[src/rtl/lsu_mem_port.sv]
// lsu_mem_port: load/store initiator driving the data port of the single-cycle-read RAM.
// Optional macro LSU_MISALIGN_SPLIT_EN: doubleword-crossing accesses split into two beats.
module lsu_mem_port (
  input  logic        clk,
  input  logic        rst_n,
  input  logic        req_valid,
  output logic        req_ready,
  input  logic        req_wen,
  input  logic [1:0]  req_size,
  input  logic        req_unsigned,
  input  logic [63:0] req_addr,
  input  logic [63:0] req_wdata,
  output logic        resp_valid,
  input  logic        resp_ready,
  output logic [63:0] resp_rdata,
  output logic        resp_misalign,
  output logic        mem_rd_ena,
  output logic        mem_wr_ena,
  output logic [7:0]  byte_enable,
  output logic [63:0] mem_addr,
  output logic [63:0] mem_wr_data,
  input  logic [63:0] mem_rd_data,
  output logic [1:0]  dbg_state
);

  // Handshakes: req_* and resp_* transfer on a rising edge where valid && ready;
  // a valid side holds its payload stable until that edge.

  localparam int REG_BUS = 64;

  typedef enum logic [1:0] {IDLE, BEAT0, BEAT1, RESP} state_t;

  state_t                 state;
  logic [REG_BUS-1:0]     addr_q;
  logic [2*REG_BUS-1:0]   wdata_sh_q;
  logic                   wen_q;
  logic [1:0]             size_q;
  logic                   uns_q;
  logic [15:0]            mask_q;
  logic                   err_q;
  logic [REG_BUS-1:0]     lo_q;
  logic [REG_BUS-1:0]     hi_q;

  logic [7:0]             lane_mask_c;
  logic                   misalign_c;
  logic [15:0]            mask_c;
  logic [2*REG_BUS-1:0]   wdata_sh_c;

  always_comb begin
    lane_mask_c = 8'h00;
    misalign_c  = 1'b0;
    unique case (req_size)
      2'd0: lane_mask_c = 8'h01;
      2'd1: begin lane_mask_c = 8'h03; misalign_c = req_addr[0];    end
      2'd2: begin lane_mask_c = 8'h0F; misalign_c = |req_addr[1:0]; end
      default: begin lane_mask_c = 8'hFF; misalign_c = |req_addr[2:0]; end
    endcase
`ifdef LSU_MISALIGN_SPLIT_EN
    misalign_c = 1'b0;
`endif
  end

  assign mask_c     = {8'h00, lane_mask_c} << req_addr[2:0];
  assign wdata_sh_c = {64'h0, req_wdata} << {req_addr[2:0], 3'b000};

  // A rejected access still passes through BEAT0 with all enables off, so its
  // response lands on the same edge as an aligned single-beat access.
  always_ff @(posedge clk or negedge rst_n) begin
    if (!rst_n) begin
      state      <= IDLE;
      addr_q     <= '0;
      wdata_sh_q <= '0;
      wen_q      <= 1'b0;
      size_q     <= 2'd0;
      uns_q      <= 1'b0;
      mask_q     <= '0;
      err_q      <= 1'b0;
      lo_q       <= '0;
      hi_q       <= '0;
    end else begin
      unique case (state)
        IDLE: begin
          if (req_valid) begin
            addr_q     <= req_addr;
            wdata_sh_q <= wdata_sh_c;
            wen_q      <= req_wen;
            size_q     <= req_size;
            uns_q      <= req_unsigned;
            mask_q     <= mask_c;
            err_q      <= misalign_c;
            lo_q       <= '0;
            hi_q       <= '0;
            state      <= BEAT0;
          end
        end
        BEAT0: begin
          if (!wen_q && !err_q) lo_q <= mem_rd_data;
`ifdef LSU_MISALIGN_SPLIT_EN
          state <= (!err_q && (mask_q[15:8] != 8'h00)) ? BEAT1 : RESP;
`else
          state <= RESP;
`endif
        end
        BEAT1: begin
          if (!wen_q) hi_q <= mem_rd_data;
          state <= RESP;
        end
        default: begin
          if (resp_ready) state <= IDLE;
        end
      endcase
    end
  end

  logic               beat0;
  logic               beat1;
  logic               active;
  logic [REG_BUS-1:0] dw_addr;
  logic [REG_BUS-1:0] shifted;
  logic [REG_BUS-1:0] load_ext;

  assign beat0   = (state == BEAT0) && !err_q;
  assign beat1   = (state == BEAT1);
  assign active  = beat0 || beat1;
  assign dw_addr = {addr_q[63:3], 3'b000};

  assign mem_rd_ena  = active && !wen_q;
  assign mem_wr_ena  = active && wen_q;
  assign byte_enable = beat1 ? mask_q[15:8] : (beat0 ? mask_q[7:0] : 8'h00);
  assign mem_addr    = beat1 ? dw_addr + 64'd8 : (beat0 ? dw_addr : '0);
  assign mem_wr_data = beat1 ? wdata_sh_q[127:64] : (beat0 ? wdata_sh_q[63:0] : '0);

  always_comb begin
    shifted  = 64'({hi_q, lo_q} >> {addr_q[2:0], 3'b000});
    load_ext = shifted;
    unique case (size_q)
      2'd0: load_ext = {{56{~uns_q & shifted[7]}},  shifted[7:0]};
      2'd1: load_ext = {{48{~uns_q & shifted[15]}}, shifted[15:0]};
      2'd2: load_ext = {{32{~uns_q & shifted[31]}}, shifted[31:0]};
      default: load_ext = shifted;
    endcase
  end

  assign req_ready     = (state == IDLE) && rst_n;
  assign resp_valid    = (state == RESP);
  assign resp_misalign = (state == RESP) && err_q;
  assign resp_rdata    = ((state == RESP) && !wen_q && !err_q) ? load_ext : '0;
  assign dbg_state     = state;

endmodule

[config.mk]
export PLATFORM = sky130hd
export DESIGN_NAME = lsu_mem_port
export DESIGN_NICKNAME = d
export VERILOG_FILES = /design/src/rtl/lsu_mem_port.sv
export SDC_FILE = /design/constraint.sdc
export NUM_CORES = 1
export LEC_CHECK = 0
export CORE_MARGIN = 2
export CORE_UTILIZATION = 50
export CTS_CLUSTER_SIZE = 8
export DETAILED_ROUTE_END_ITERATION = 10
export PLACE_DENSITY = 0.89
export SLEW_MARGIN = 20
export SYNTH_ARGS = -nofsm -noshare
export SYNTH_HDL_FRONTEND = slang
export SYNTH_SLANG_ARGS = --single-unit
[constraint.sdc]
create_clock -name clk -period 4.15 [get_ports clk]
set_input_delay 1.245 -clock clk [delete_from_list [all_inputs] [get_ports clk]]
set_output_delay 1.245 -clock clk [all_outputs]
set_load 0.005 [all_outputs]
==> qor.tcl <==
set qor(outcome) {complete, but fails checks}
set qor(failed_checks) {setup timing}
set qor(synth_cell_type_count) 56
set qor(drt_pass1_iterations) 6
set qor(critPathTopFamily) {multiplexers}
set qor(synth_mux_area_frac) 0.152
set qor(core-area_mm2) 0.0396
set qor(route.detailed.drc) 0
set qor(timing.final.setup_violations) 58
set qor(cts_sinks) 326
set qor(ant_nets) 0
set qor(timing.critical_path.cells) {mux2i_4 -> mux4_2 -> or4_4 -> a41o_4 -> buf_6 -> a31oi_4 -> buf_2}
set qor(grt_antenna_before_repair) 3
set qor(synthFlopType) {sky130_fd_sc_hd__dfrtp_1}
set qor(via_density_per_instance) 6.35
set qor(first_global_vias) 20461
set qor(cells_after_dpl) 3186
set qor(tritoncts.num_buffers) 46
set qor(timing.final.crit_period_ns) 4.41
set qor(synth_edf_count) 0
set qor(finalPower_uw) 19000
set qor(cp_data_arrival_time_ns) 3.17
set qor(cellPowerDensity_mw_per_mm2) 691
set qor(critical_path_buf_inv_count) 2
set qor(post_synth_fa_ha_maj_area_fraction) 0.00375
set qor(num_rows) 73
set qor(relSlewSlack) 0.261
set qor(post_synth_and_or_nand_nor_area_fraction) 0.207
set qor(slowest_library_cell_on_the_worst_path) {sky130_fd_sc_hd__dfrtp_4}
set qor(crit_fanout) 7
set qor(crit_path_end_kind) {output pin}
set qor(gp_congestion) 1.00
set qor(synth_top_family_by_area) {simple AND/OR/NAND/NOR gates}
set qor(synth-warning-count) 0
set qor(layoutNonFillerInstCount) 3322
set qor(buffer_ports.inserted) 403
set qor(maximum_number_of_pins_on_one_net_before_global_route_repair) 150
set qor(grt_overflow) 0
set qor(most_area_hungry_cell_type_in_the_yosys_netlist) {sky130_fd_sc_hd__dfrtp_1}
set qor(chipHeight_um) 204
set qor(die_area_mm2) 0.0417
set qor(finish.instance_area_mm2) 0.0274
set qor(synth_top_cell_area_share) 0.407
set qor(p_leak_uw) 0.0121
set qor(syn_avg_cell_area_um2) 8.44
set qor(class_of_the_tightest_hold_or_removal_check) {reg -> reg}
set qor(start_util) 0.505
set qor(postSynthRegisterBits) 326
set qor(timing.fmax_mhz) 227
set qor(seq_area_frac_synth) 0.407
set qor(initialDrtViolationCount) 2611
set qor(grt.total_usage) 0.386
set qor(peakVddDrop_mv) 0.512
set qor(drv.max_cap_violation_count) 0
set qor(post_synth_xor_area_fraction) 0.000874
set qor(timing.setup.tns_ns) -10.77
set qor(clock_tree.buffer_depth) 3
set qor(worst_slack_setup_final_ns) -0.263
set qor(timing_max_transition_violations_final) 0
set qor(cts_tree) {built}
set qor(synth_cells) 2374
set qor(count_of_final_hold_check_violations) 0
set qor(wirelength_um) 81600
set qor(grt_pass1_wl_um) 122000
set qor(synth_compound_area_frac) 0.184
set qor(worst_setup_path_start_kind) {flop}
set qor(place_worst_setup_slack_ns) 0.00794
set qor(timing.setup.critical_path_class) {reg -> out}
set qor(final_layout_size_suffix_gt1_frac) 0.188
set qor(clock_tree.htree_level_count) 2
set qor(area_delta_synth_final_pct) 36.9
set qor(ctsRootBufferMaster) {sky130_fd_sc_hd__clkbuf_16}
set qor(place_area_mm2) 0.0247
set qor(num_vias) 21104
set qor(rsz0062_at_grt) {yes}
set qor(yosys-top-cells-area) {sky130_fd_sc_hd__dfrtp_1 41%, sky130_fd_sc_hd__nand2_1 13%, sky130_fd_sc_hd__o21ai_0 6.8%}
set qor(skew_ns) 0.0324
set qor(cts.clk_slew.worst_paths_ns) 0.06
set qor(die_x_um) 204
set qor(tightest_slew_ns) 1.10
set qor(finish.net_count) 2996
set qor(io_pins) 407
set qor(critPathMaxStageDelay_ns) 0.54
set qor(route.detailed.wl_per_inst_um) 24.6
set qor(placed_wire_length_estimate_after_detailed_placement_um) 54800
set qor(fin_crit_sh) 1.06
set qor(async_reset_ff_frac) 1.00
set qor(required_ns) 2.90
set qor(post_synth_instance_area_mm2) 0.0200
set qor(worst_skew_pair.late_latency_ns) 0.58
[per-stage QoR]
step / hold slack [ns] / utilization
2_1_floorplan: 0.440 / -
3_3_place_gp: 0.453 / 0.623
3_5_place_dp: 0.465 / 0.623
4_1_cts: 0.480 / 0.679
5_1_grt: 0.490 / 0.692
6_report: 0.482 / 0.692
[what timing repair did]
action,4_1_cts,5_1_grt
endpoints found under the setup margin,170,123
setup buffers,54,16
hold buffers,0,0
resized for setup,371,91
pin swaps,32,26
cloned,12,2
[path summary, 6_finish.rpt]
kind / start / end / slack, ns / cells past startpoint
max reg2reg: dbg_state[1] / lo_q[16] / 1.25 / 7
min: mask_q[3] / mask_q[3] / 0.48 / 2
max in group asynchronous: rst_n / wdata_sh_q[34] / 1.85 / 3
min in group asynchronous: rst_n / addr_q[22] / 0.89 / 2
max: addr_q[0] / resp_rdata[49] / -0.26 / 7
min reg2reg: mask_q[3] / mask_q[3] / 0.48 / 2
[placed cells by master, fill, tap and decap left out, types with 55 or more instances in the layout]
master and instances:
sky130_fd_sc_hd__nand2_1 685, sky130_fd_sc_hd__dfrtp_1 317, sky130_fd_sc_hd__clkdlybuf4s50_1 303, sky130_fd_sc_hd__o21ai_0 270, sky130_fd_sc_hd__nor2_1 155, sky130_fd_sc_hd__mux2i_1 103, sky130_fd_sc_hd__buf_4 96, sky130_fd_sc_hd__a22o_1 84
sky130_fd_sc_hd__mux2_2 67, sky130_fd_sc_hd__buf_2 58, sky130_fd_sc_hd__a21oi_1 55
[power breakdown]
part	internal, uW	total [uW]	switching, uW
clock network	1970	3370	1400
registers	4520	5960	1450
logic	4230	9630	5410
total	10700	19000	8250
[synthesized netlist by cell type (3+ instances only)]
master,instances
sky130_fd_sc_hd__o21ai_0,271
sky130_fd_sc_hd__dfrtp_1,326
sky130_fd_sc_hd__buf_2,14
sky130_fd_sc_hd__nor4_1,6
sky130_fd_sc_hd__or4_1,3
sky130_fd_sc_hd__a22o_1,89
sky130_fd_sc_hd__a31oi_2,6
sky130_fd_sc_hd__mux2_2,68
sky130_fd_sc_hd__nor3_1,12
sky130_fd_sc_hd__a211oi_1,15
sky130_fd_sc_hd__ha_1,6
sky130_fd_sc_hd__and2_1,16
sky130_fd_sc_hd__o211ai_1,22
sky130_fd_sc_hd__nor2_1,167
sky130_fd_sc_hd__inv_1,19
sky130_fd_sc_hd__mux2i_1,107
sky130_fd_sc_hd__and3_1,16
sky130_fd_sc_hd__a221oi_1,8
sky130_fd_sc_hd__buf_6,6
sky130_fd_sc_hd__or2_2,4
sky130_fd_sc_hd__a22oi_1,8
sky130_fd_sc_hd__nand4_1,23
sky130_fd_sc_hd__a31oi_1,10
sky130_fd_sc_hd__nor2b_1,17
sky130_fd_sc_hd__mux4_2,54
sky130_fd_sc_hd__buf_4,3
sky130_fd_sc_hd__clkbuf_1,136
sky130_fd_sc_hd__o311a_1,7
sky130_fd_sc_hd__o31ai_1,39
sky130_fd_sc_hd__a21oi_2,13
sky130_fd_sc_hd__nand3_1,40
sky130_fd_sc_hd__nor3b_1,8
sky130_fd_sc_hd__nand2_1,688
sky130_fd_sc_hd__or3_1,4
sky130_fd_sc_hd__buf_1,33
sky130_fd_sc_hd__a21oi_1,80
sky130_fd_sc_hd__nand2b_1,5
[final cells by class]
cell class	count	area [um2]
Clock inverter	3	33.8
Tap cell	525	657
Antenna cell	3	7.51
Fill cell	2965	12200
Inverter	22	82.6
Sequential cell	326	8170
Multi-Input combinational cell	1838	11800
Clock buffer	49	1170
Timing Repair Buffer	556	5500
[kinds of logic (layout without fill, tap and decap cells)]
logic type / after synthesis / after routing
muxes: 229 / 229
adders and majority gates: 6 / 6
other: 1 / 6
and+or+nand+nor: 1012 / 1012
DFF: 326 / 326
AOI/OAI and AO/OA: 583 / 586
buffers and inverters: 215 / 630
xor gates and xnor gates: 2 / 2
[sequential cells by signal, summed over array words and instances (netlist names)]
name        count
addr_q         64
dbg_state       2
err_q           1
hi_q           56
lo_q           64
mask_q         15
size_q          2
uns_q           1
wdata_sh_q    120
wen_q           1
[tightest hold or removal path: cells and delay by family (launching register included)]
kind | cells | cell delay, ns
DFF | 1 | 0.34
AOI/OAI and AO/OA | 1 | 0.06
and+or+nand+nor | 1 | 0.05
[per-layer routing]
metal,GRT usage,vias up,share of wire
met1,0.506,10105,0.37
met2,0.596,1529,0.45
li1,-,9155,-
met4,0.228,0,0.065
met3,0.0759,315,0.11
met5,0,-,0
Power figures use the tool's default switching activity.
